File: config.mk
export PLATFORM = sky130hd
export DESIGN_NAME = regfile_mp
export DESIGN_NICKNAME = d
export VERILOG_FILES = /design/src/rtl/regfile_mp.sv
export SDC_FILE = /design/constraint.sdc
export NUM_CORES = 2
export LEC_CHECK = 0
export ABC_AREA = 1
export BUFFER_PORTS_ARGS = -buffer_cell sky130_fd_sc_hd__buf_2
export CORE_ASPECT_RATIO = 1.1
export CORE_MARGIN = 1
export CORE_UTILIZATION = 29
export DETAILED_ROUTE_END_ITERATION = 7
export SYNTH_ARGS = -nofsm -noshare
export SYNTH_HDL_FRONTEND = slang
export SYNTH_SLANG_ARGS = --single-unit
File: constraint.sdc
create_clock -name clk -period 2.6 [get_ports clk]
set_clock_uncertainty 0.05 [all_clocks]
set_input_delay 0.39 -clock clk [delete_from_list [all_inputs] [get_ports clk]]
set_output_delay 0.39 -clock clk [all_outputs]
set_load 0.01 [all_outputs]
File: src/rtl/regfile_mp.sv
`default_nettype none
// ============================================================================
// Module   : regfile_mp
// Purpose  : Multi-port integer register file with optional write-to-read
//            bypass, per-register busy scoreboard and write-collision flag.
// Revision : 1.0 - initial release
// ============================================================================
module regfile_mp #(
  parameter int XLEN      = 32,
  parameter int NREGS     = 32,
  parameter int NRD       = 2,
  parameter int NWR       = 2,
  parameter bit BYPASS    = 1'b1,
  parameter int INIT_MODE = 1,
  localparam int AW       = $clog2(NREGS)
) (
  input  logic                clk,
  input  logic                rst,
  input  logic [NRD*AW-1:0]   rd_addr,
  output logic [NRD*XLEN-1:0] rd_data,
  input  logic [NWR-1:0]      wr_en,
  input  logic [NWR*AW-1:0]   wr_addr,
  input  logic [NWR*XLEN-1:0] wr_data,
  input  logic                sb_set_en,
  input  logic [AW-1:0]       sb_set_addr,
  output logic [NREGS-1:0]    sb_busy,
  output logic                wr_collision
);

  if ((NREGS < 2) || ((NREGS & (NREGS - 1)) != 0)) begin : g_bad_nregs
    $error("regfile_mp: NREGS must be a power of two >= 2");
  end
  if ((NRD < 1) || (NRD > 4)) begin : g_bad_nrd
    $error("regfile_mp: NRD must be in 1..4");
  end
  if ((NWR < 1) || (NWR > 2)) begin : g_bad_nwr
    $error("regfile_mp: NWR must be in 1..2");
  end

  function automatic logic [XLEN-1:0] init_val(input int idx);
    int prod;
    prod = idx * 10;
    if (INIT_MODE == 1) return XLEN'(prod);
    return '0;
  endfunction

  logic [XLEN-1:0]  regs_q [NREGS];
  logic [XLEN-1:0]  regs_d [NREGS];
  logic [NREGS-1:0] busy_q;
  logic [NREGS-1:0] busy_d;
  logic             coll_q;
  logic             coll_d;

  logic [AW-1:0]    w_wr_addr [NWR];
  logic [XLEN-1:0]  w_wr_data [NWR];
  logic [NWR-1:0]   w_wr_act;

  // A write only counts when it targets a real (nonzero) register.
  for (genvar p = 0; p < NWR; p++) begin : g_wr_unpack
    assign w_wr_addr[p] = wr_addr[p*AW +: AW];
    assign w_wr_data[p] = wr_data[p*XLEN +: XLEN];
    assign w_wr_act[p]  = wr_en[p] && (w_wr_addr[p] != '0);
  end

  if (NWR == 2) begin : g_coll
    assign coll_d = w_wr_act[0] && w_wr_act[1] && (w_wr_addr[0] == w_wr_addr[1]);
  end else begin : g_no_coll
    assign coll_d = 1'b0;
  end

  // Ascending port order makes the highest-index port win a collision; the
  // scoreboard set is applied after the clears so a new producer stays busy.
  always_comb begin
    for (int i = 0; i < NREGS; i++) regs_d[i] = regs_q[i];
    busy_d = busy_q;
    for (int p = 0; p < NWR; p++) begin
      if (w_wr_act[p]) begin
        regs_d[w_wr_addr[p]] = w_wr_data[p];
        busy_d[w_wr_addr[p]] = 1'b0;
      end
    end
    if (sb_set_en && (sb_set_addr != '0)) busy_d[sb_set_addr] = 1'b1;
    busy_d[0] = 1'b0;
    regs_d[0] = '0;
  end

  always_ff @(posedge clk) begin
    if (!rst) begin
      for (int i = 0; i < NREGS; i++) regs_q[i] <= init_val(i);
      busy_q <= '0;
      coll_q <= 1'b0;
    end else begin
      for (int i = 0; i < NREGS; i++) regs_q[i] <= regs_d[i];
      busy_q <= busy_d;
      coll_q <= coll_d;
    end
  end

  for (genvar k = 0; k < NRD; k++) begin : g_rd
    logic [AW-1:0]   w_ra;
    logic [XLEN-1:0] w_val;

    assign w_ra = rd_addr[k*AW +: AW];

    always_comb begin
      w_val = regs_q[w_ra];
      if (BYPASS) begin
        for (int p = 0; p < NWR; p++) begin
          if (w_wr_act[p] && (w_wr_addr[p] == w_ra)) w_val = w_wr_data[p];
        end
      end
      if (w_ra == '0) w_val = '0;
    end

    assign rd_data[k*XLEN +: XLEN] = w_val;
  end

  assign sb_busy      = busy_q;
  assign wr_collision = coll_q;

endmodule
`default_nettype wire

==> impl_metrics.csv <==
group,metric,value,unit
outcome,outcome,"finished with violations",
outcome,violations,"negative setup slack",
synth,synthCells,11965,
global_route,first_global_vias,74590,
clocking,cts.sinks,1024,
min_path,hold_path.class,"in2reg",
floorplanning,rows,187,
sta,setup_viol,36,
sta,fmax,0.364,GHz
global_route,grt_max_degree,146,
global_route,antenna_found_initial,33,
synth,synth-seq-cells,1024,
place,io_buffer_count,189,
sta,hold_violations,0,
synth,synth_seq_area_share,29.7,%
detailed_routing,vias_per_cell,5.63,
synth,syn-num-nets,12059,
worst_setup_path,endpoint,"rd_data[62]",
worst_setup_path,end_kind,"primary output",
floorplanning,die_width,467,um
power_and_ir_drop,p_int,29.3,mW
clocking,cts_buffers,118,
synth,synth_area_leaders,"dfxtp_1, nand2_1, nand3_1",
power_and_ir_drop,p_seq_share,37.6,%
synth,async_flop_share,0,%
floorplanning,dieArea,240000,um2
worst_setup_path,crit_start,"regs_q[18][30]",
clocking,cts_tree,"done",
flow_run,drv_cap,0,
power_and_ir_drop,power,43.2,mW
worst_setup_path,startpoint_type,"register",
synth,yosys.cell_types.count,40,
detailed_routing,ant_nets,0,
floorplanning,core-area,236000,um2
min_path,hold_depth,3,
synth,yosys_most_used_dff,"dfxtp_1",
detailed_routing,dr.pass1.iters,8,
clocking,root_buffer,"clkbuf_16",
final_layout,num-fill-cells,25461,
worst_setup_path,r2r_slack,1390,ps
sta,tightest_slew,969,ps
clocking,clkTransAtPathRegs,60,ps
detailed_routing,wl_per_cell,24.9,um
synth,yosysTopAreaCell,"dfxtp_1",
final_layout,area_delta_synth_final,25.7,%
power_and_ir_drop,ir_drop,0.577,mV
detailed_routing,drt_iter0_markers,12762,
final_layout,layout.area.seq,20800,um2
detailed_routing,num_vias,85258,
sta,min_period,2750,ps
place,place_area,78000,um2
sta,relSlewSlack,35.3,%
worst_setup_path,critPathKind,"reg2out",
floorplanning,die_y,514,um
global_route,grt_first_pass_wirelength,531,mm
synth,ys_warn_count,0,
floorplanning,initial_core_util,29.2,%
final_layout,fin_area,86700,um2
synth,synth_edf_count,0,
worst_setup_path,worst_r2r_path_depth,2,
floorplanning,ios,191,
final_layout,final_layout_size_suffix_gt1_share,17.6,%
synth,synthesis.area,69000,um2
final_layout,fin_nets,11999,
final_layout,multiInputGateArea,42000,um2
clocking,clock_path_buffers,3,
clocking,cts_max_level,3,
power_and_ir_drop,p_comb_share,20.6,%
clocking,clk_latency,810,ps
power_and_ir_drop,netSwitchingPower,13.9,mW
power_and_ir_drop,swShare,32.2,%
synth,avgSynthCellArea,5.77,um2
worst_setup_path,r2r-start,"sb_busy[3]",
place,post-dp-hpwl,248,mm
global_route,grt_overflow,0,
sta,rsz0062_at_grt,"yes",
global_route,track_usage,29.7,%
worst_setup_path,reg2reg_to,"sb_busy[3]",
power_and_ir_drop,p_clk_share,41.8,%
power_and_ir_drop,powerDensity,498,nW/um2
sta,post-route-period-util,106,%
worst_setup_path,cp.arrival,2310,ps
sta,slew_violations,0,
sta,fin_ws,-147,ps
synth,synth_top_area_share,29.7,%
place,routabilityCongestion,1.01,
worst_setup_path,critical_path_peak_fanout,3,
power_and_ir_drop,p_leak,39.2,nW
worst_setup_path,worstPathRequired,2160,ps
detailed_routing,totalWireLength,377,mm
detailed_routing,drc,0,
cells in the final DEF, fill, tap and decap left out, drive strengths merged, types with 8 or more instances in the layout:
master and instances:
a21oi 1034, buf 939, bufinv 11, clkbuf 190, clkinv 37, dfxtp 1024, diode 18, dlygate4sd3 20
inv 1331, mux2i 14, nand2 3168, nand3 1970, nor2 241, nor3 28, o211ai 163, o21ai 1767
o21bai 8, o221ai 22
cells by family after synthesis:
kind of cell              Yosys count  synth area share, %
AOI/OAI and AO/OA                3002                 22.5
xor gates and xnor gates           13                0.165
buffers and inverters            2498                 14.0
DFF                              1024                 29.7
muxes                              14                0.203
other                               1              0.00543
and+or+nand+nor                  5413                 33.4
cells in the mapped netlist (2+ instances only):
library cell and number:
inv_1 1280, buf_1 72, inv_2 45, buf_2 180
xor2_1 6, o211ai_1 163, nor3_2 7, nand2_1 3162
nor2_2 16, xnor2_1 7, a21oi_1 1034, o22ai_1 3
nor2_4 9, nand2_2 6, buf_4 6, a211oi_1 4
mux2i_1 14, o21ai_0 1733, o21ai_1 33, nand4_1 2
nand3_1 1966, dfxtp_1 1024, o21bai_1 8, clkinv_1 14
clkbuf_1 899, nor2_1 215, o221ai_1 22, nand3_2 4
nor3_1 20
power groups by stage:
stage                     clock network [mW]  logic [mW]  registers (mW)
final                                   18.1        8.87            16.2
after global routing                    18.6        9.31            16.3
after CTS                               18.1        8.10            16.2
after detailed placement                   0        7.71            16.5
after global placement                     0        7.71            16.5
after floorplan                            0        4.27            16.5
layer usage:
layer  up-vias  wire, um  global-route usage, %
met5         -       100                      0
met4        14     30800                   21.5
met3      1385     47300                   7.15
met2      5915    155000                   43.0
met1     39048    144000                   38.3
li1      38896         -                      -
sequential cells by signal, summed over array words and instances (netlist names):
name          count
regs_q          992
wr_collision      1
sb_busy          31
worst max-delay path, cell delays in order, from the launching register on:
cell	delay (ps)
dfxtp_1	310
inv_1	60
nand2_1	60
nand3_1	80
nand3_1	100
nand3_2	110
nand3_2	120
nand3_4	110
a21oi_4	300
buf_6	160
buf_6	100
final cells by class:
class | count | share of cell area (%)
Antenna cell | 18 | 0.0519
Clock buffer | 172 | 3.96
Clock inverter | 46 | 0.717
Inverter | 1340 | 5.91
Multi-Input combinational cell | 8443 | 48.4
Sequential cell | 1024 | 24.0
Tap cell | 3118 | 4.50
Timing Repair Buffer | 978 | 12.4
per-stage QoR:
stage	TNS (ps)	setup WS [ps]	hold slack (ps)	util (%)	cells
3_3_place_gp	-14370	-743	412	33.0	14836
2_1_floorplan	0	362	404	-	11965
5_1_grt	-2610	-133	53.6	36.7	15133
6_report	-1700	-147	42.2	36.7	15139
4_1_cts	-1890	-146	0.427	35.5	15077
3_5_place_dp	-13680	-704	423	33.0	14836
worst min path at each step:
stage | startpoint | endpoint
finish | wr_data[18] | regs_q[30][18]
global route | wr_data[18] | regs_q[30][18]
detailed placement | sb_busy[4] | sb_busy[4]
CTS | wr_data[15] | regs_q[4][15]
floorplan | regs_q[29][29] | regs_q[29][29]
global placement | regs_q[30][30] | regs_q[30][30]
timing repair:
action	in CTS	in global routing
setup buffers	11	30
cloned	1	16
hold buffers	20	0
endpoints found under the setup margin	63	64
gates resized for setup	410	667
pin swaps	124	236
hold endpoints to repair	79	0
Power figures use the tool's default switching activity.
